**src/rtl/pipe_stage_skid.sv**
```systemverilog
// Elastic pipeline stage with a 2-entry skid buffer; in_ready depends only on registered state.
// Optional PIPE_STAGE_SKID_PERF_EN adds stall_cnt/bubble_cnt performance counters.
module pipe_stage_skid #(
   parameter int unsigned          DATA_W  = 32,
   parameter logic [DATA_W-1:0]    RST_VAL = '0
) (
   input  logic              clk,
   input  logic              rst_n,
   input  logic              flush,
   input  logic              in_valid,
   output logic              in_ready,
   input  logic [DATA_W-1:0] in_data,
   output logic              out_valid,
   input  logic              out_ready,
   output logic [DATA_W-1:0] out_data,
   output logic [1:0]        occupancy
`ifdef PIPE_STAGE_SKID_PERF_EN
   ,
   output logic [31:0]       stall_cnt,
   output logic [31:0]       bubble_cnt
`endif
);

   typedef enum logic [1:0] {
      EMPTY = 2'd0,
      ONE   = 2'd1,
      TWO   = 2'd2
   } state_t;

   state_t            state;
   logic [DATA_W-1:0] main_q;
   logic [DATA_W-1:0] skid_q;
   logic              in_fire;
   logic              out_fire;

   assign out_valid = (state != EMPTY);
   assign in_ready  = (state != TWO);
   assign occupancy = state;
   assign out_data  = main_q;
   assign in_fire   = in_valid & in_ready;
   assign out_fire  = out_valid & out_ready;

   // main_q is always the head beat; skid_q only holds the second beat while in TWO
   always_ff @(posedge clk or negedge rst_n) begin
      if (!rst_n) begin
         state  <= EMPTY;
         main_q <= RST_VAL;
         skid_q <= RST_VAL;
      end else if (flush) begin
         state  <= EMPTY;
         main_q <= RST_VAL;
         skid_q <= RST_VAL;
      end else begin
         case (state)
            EMPTY: begin
               if (in_fire) begin
                  state  <= ONE;
                  main_q <= in_data;
               end
            end
            ONE: begin
               if (in_fire && out_fire) begin
                  main_q <= in_data;
               end else if (in_fire) begin
                  state  <= TWO;
                  skid_q <= in_data;
               end else if (out_fire) begin
                  state <= EMPTY;
               end
            end
            TWO: begin
               if (out_fire) begin
                  state  <= ONE;
                  main_q <= skid_q;
               end
            end
            default: begin
               state <= EMPTY;
            end
         endcase
      end
   end

`ifdef PIPE_STAGE_SKID_PERF_EN
   // Counters survive flush so that flush-heavy phases still show up in the totals
   always_ff @(posedge clk or negedge rst_n) begin
      if (!rst_n) begin
         stall_cnt  <= '0;
         bubble_cnt <= '0;
      end else begin
         if (out_valid && !out_ready) begin
            stall_cnt <= stall_cnt + 32'd1;
         end
         if (!out_valid && !flush) begin
            bubble_cnt <= bubble_cnt + 32'd1;
         end
      end
   end
`endif

endmodule

```
**config.mk**
```make
export PLATFORM = sky130hd
export DESIGN_NAME = pipe_stage_skid
export DESIGN_NICKNAME = d
export VERILOG_FILES = /design/src/rtl/pipe_stage_skid.sv
export SDC_FILE = /design/constraint.sdc
export NUM_CORES = 1
export LEC_CHECK = 0
export CORE_ASPECT_RATIO = 1.4
export CORE_MARGIN = 2
export CORE_UTILIZATION = 50
export DETAILED_ROUTE_END_ITERATION = 6
export PLACE_DENSITY_LB_ADDON = 0.08
export SLEW_MARGIN = 15
export SYNTH_ARGS = -nofsm -noshare
export SYNTH_HDL_FRONTEND = slang
export SYNTH_SLANG_ARGS = --single-unit
```
**constraint.sdc**
```tcl
create_clock -name clk -period 3.7 [get_ports clk]
set_input_delay 0.74 -clock clk [delete_from_list [all_inputs] [get_ports clk]]
set_output_delay 0.74 -clock clk [all_outputs]
set_load 0.01 [all_outputs]
```
==> impl_metrics.ini <==
[synthesis]
syn_nets = 300
synthDistinctLibCells = 19
syn_inst = 263
yosysWarnings = 0
synth_seq_cells = 66
avgSynthCellArea_um2 = 11.6
yosysSeqAreaShare = 0.544
netlist_area_um2 = 3040

[sta]
setup_viol = 0
relSlewSlack = 0.506
fmax_mhz = 374
finClkSkew_ns = 0.00494
period_minus_slack_ns = 2.67
tns_ns = 0
timing.final.crit_share = 0.722
drv_slew = 0
hold_viol_final = 0
worstMarginPinSlew_ns = 0.740
rsz0062_at_grt = no

[drt]
wirelength_um = 6950
drcViolationCount = 0
viasPerCell = 5.60
final_antenna_net_count = 0
drt_iter0_markers = 146
post_drt_wl_per_cell_um = 17.0
first_pass_iters = 4
vias = 2292

[clock_network]
cts.path.max_buffers = 2
hold_buffers = 0
cts_made_buffers = 9
clk_pin_slew_ns = 0.08
post_cts_resized = 0
cts_tree = built
cts-root-buf = clkbuf_8
postCtsSetupBuffers = 0
clock-sinks = 66
htree_num_levels = 3
clk_latency_ns = 0.34

[power_and_ir_drop]
p_sw_w = 0.000428
p_sw_frac = 0.228
p_comb_frac = 0.155
p_leak_nw = 1.93
power_frac_seq = 0.423
power.internal_w = 0.00145
power_density_nw_per_um2 = 461
clock_power_share = 0.423
power_w = 0.00188
ir_drop_mv = 0.302

[die]
die-area_um2 = 6720
coreArea_um2 = 5860
ios = 73
initial_core_util = 0.518
fp-row-count = 33
die_y_um = 96.2
fp.dieW_um = 69.9

[global_route]
grt.met1_usage = 0.312
grt_max_degree = 33
grtUsageTotal = 0.223
grt_pass1_vias = 2247
grt_overflow = 0
use_met2 = 0.337
use_met3 = 0.0618
antenna_found_initial = 0
grt_busiest_layer = met2
grt_pass1_wl_um = 11500

[finish]
num_antenna_cells = 0
drive_gt1_frac = 0.186
fill_cells = 451
fin_nets = 371
fin_util = 0.694
area_growth_pct = 33.9

[critical_path]
cp.buffers_inverters = 2
worstPathArrival_ns = 1.93
r2r-end = out_data[21]
r2r_start = occupancy[0]
r2r_setup_slack_ns = 1.43
worstRegToRegCells = 5
cp_slowest_cell = clkdlybuf4s50_1
end_kind = output port
path_cells = nor2b_4, inv_1, clkdlybuf4s50_1
slowest_delay_ns = 0.50
crit_type = register to output port
crit_fanout = 19
start_kind = register
crit_family = buffers and inverters
cp.required_ns = 2.96

[hold_path]
hp-class = primary input to asynchronous set/reset pin

[status]
status = completed

[place]
numPortBuffers = 72
dpl.hpwl_um = 4440
place_congestion = 0.760

[run]
cap_violations = 0
## state kept, by name, indices dropped and copies added (netlist names)
| register | cells |
|---|---|
| occupancy | 2 |
| out_data | 32 |
| skid_q | 32 |
## metal layers
metal,up-vias,wire length [um]
li1,1060,-
met2,72,3280
met4,0,91
met3,9,372
met1,1151,3200
met5,-,0
## worst register-to-register path, cell delays in order (launching register included)
cell and delay [ns]:
dfrtp_1 0.49, nor2b_4 0.47, o21ai_4 0.13, o211ai_4 0.17
buf_4 0.51, mux2_4 0.37
## cell type report
class	count	area (um2)	share of cell area
clock buffers	9	124	0.0304
clock inverters	7	141	0.0347
flip-flops and latches	66	1650	0.406
repair buffers	80	776	0.191
well taps	70	87.6	0.0215
multi-input cells	175	1280	0.315
inverters	2	7.51	0.00185
## power groups by stage
stage	sequential, W	combinational (W)	clock, W
after global routing	0.000798	0.000313	0.000845
final	0.000793	0.000290	0.000793
after global placement	0.000805	0.000288	0
after CTS	0.000794	0.000293	0.000806
after floorplan	0.000816	0.000127	0
after detailed placement	0.000806	0.000292	0
## cell usage after synthesis (all sizes together)
master  instances  area share
nand2          64       0.079
o211ai          1      0.0070
o21ai           1      0.0054
dfrtp          66        0.54
nor2            2      0.0025
nor3            2      0.0033
clkbuf          7      0.0087
a22o           32       0.092
inv             2      0.0025
nand2b          3      0.0062
nor2b           2      0.0041
mux2i           1      0.0033
mux2           32        0.16
a21oi          34       0.056
or2             1      0.0021
buf            13       0.028
## cells in the final DEF (no fill, tap or decap)
cell type	instances
dfrtp_1	66
clkbuf_8	9
mux2_4	30
buf_4	8
or2_2	1
nor2b_4	1
nor3_1	1
clkinv_2	1
a21oi_1	34
o21ai_4	1
clkinv_4	1
nor3_2	1
clkinvlp_4	1
buf_2	1
nor2b_1	1
bufinv_16	4
nand2b_1	3
clkdlybuf4s50_1	71
nor2_1	1
a22o_1	32
nand2_1	64
mux2i_1	1
nor2_2	1
mux2_2	2
o211ai_4	1
inv_1	2
## how the worst max path moves through the flow
stage | from | end | slack, ns | cells past startpoint
2_1_floorplan | flush | out_data[0] | 1.86 | 5
3_3_place_gp | flush | out_data[1] | 0.87 | 5
3_5_place_dp | flush | out_data[31] | 0.83 | 5
4_1_cts | occupancy[0] | in_ready | 1.0 | 3
5_1_grt | occupancy[0] | in_ready | 0.92 | 3
6_report | occupancy[0] | in_ready | 1.03 | 3
## cell families (layout without fill, tap and decap cells)
group / count (synthesis) / in the layout / share of synthesized area
AOI/OAI and AO/OA: 68 / 68 / 0.161
buffers and inverters: 22 / 98 / 0.0395
DFF: 66 / 66 / 0.544
muxes: 33 / 33 / 0.159
and+or+nand+nor: 74 / 74 / 0.0972
## per-stage QoR
stage / hold WS (ns) / instance area, um2 / worst slack, ns / std cells
2_1_floorplan: 0.444 / 3040 / 1.86 / 263
3_3_place_gp: 0.487 / 3800 / 0.867 / 393
6_report: 0.455 / 4070 / 1.03 / 409
5_1_grt: 0.512 / 4070 / 0.917 / 409
4_1_cts: 0.471 / 4070 / 0.996 / 409
3_5_place_dp: 0.491 / 3800 / 0.832 / 393
Power figures use the tool's default switching activity.
==> variant (config.mk and constraints unchanged) <==
Add a define of `PIPE_STAGE_SKID_PERF_EN`.
--- a/src/rtl/pipe_stage_skid.sv
+++ b/src/rtl/pipe_stage_skid.sv
@@ -1,4 +1,6 @@
 // Elastic pipeline stage with a 2-entry skid buffer; in_ready depends only on registered state.
 // Optional PIPE_STAGE_SKID_PERF_EN adds stall_cnt/bubble_cnt performance counters.
+`define PIPE_STAGE_SKID_PERF_EN
+
 module pipe_stage_skid #(
    parameter int unsigned          DATA_W  = 32,
Check against the original RTL (old outputs only; new: bubble_cnt and stall_cnt): equivalent (equiv_simple and equiv_induct, registers matched by name and starting in step).
==> variant against the unedited design <==
Count of clock-buffer cells in the layout increased by 9; via count increased by 100%; combinational power increased by 76%; largest power group is now clock; area after synthesis increased by 95%; total power increased by 110%; design area increased by 97%; critical endpoint is now out_valid; setup slack improved by 0.048 ns; routed wire length increased by 95%; sequential cell count increased by 64.
==> variant: results <==
set metrics [dict create \
    synthTopCellsByCount "130 x dfrtp_1, 118 x nand2_1, 38 x xnor2_1" \
    portBuffers 136 \
    clk_latency_ns 0.41 \
    synth_fa_ha_area_share_pct 0.422 \
    route.met2.wl_um 6980 \
    syn_nets 599 \
    cts-root-buf "clkbuf_16" \
    vias 4663 \
    htree_num_levels 4 \
    seq_area_frac_synth_pct 54.9 \
    p_int_mw 2.87 \
    fillers 908 \
    routed-wl-met3_um 675 \
    syn_area_per_cell_sq_um 10.6 \
    synth_top_area_share_pct 54.9 \
    dpl_cell_area_sq_mm 0.00740 \
    grtUsageTotal_pct 22.6 \
    wl_per_cell_um 16.0 \
    run_status "complete, no violations" \
    place_inst 820 \
    power.ir.vdd_worst_mv 0.336 \
    p_seq_mw 1.64 \
    wl_met1_um 5730 \
    use_met1_pct 28.5 \
    synth_xor_area_share_pct 9.16 \
    nets 731 \
    muxShareOfSynthArea_pct 5.59 \
    grt_use_met2_pct 37.3 \
    pg_clk_mw 1.69 \
]
-- variant: worst paths after layout --
kind                            slack [ns]        endpoint     startpoint
worst min register to register        0.47    out_data[24]   out_data[24]
min in group clk                      0.47    out_data[24]   out_data[24]
worst max-delay path                  1.08       out_valid   occupancy[1]
max in group asynchronous             2.45    out_data[21]          rst_n
worst min-delay path                  0.43   stall_cnt[18]          rst_n
worst max register to register        1.66  bubble_cnt[28]  bubble_cnt[3]
-- variant: final cells by class --
type | count | share of cell area (%)
sequential | 130 | 40.6
clock inverter | 13 | 2.02
tap | 147 | 2.30
multi-input combinational | 390 | 31.4
timing repair buffer | 143 | 17.6
inverter | 10 | 0.469
clock buffer | 18 | 5.49
-- variant: worst max-delay path, delay by kind of cell (launching register included) --
| family | cells | cell delay [ns] |
|---|---|---|
| buf+inv | 1 | 0.60 |
| flops | 1 | 0.55 |
| simple gates | 1 | 0.33 |
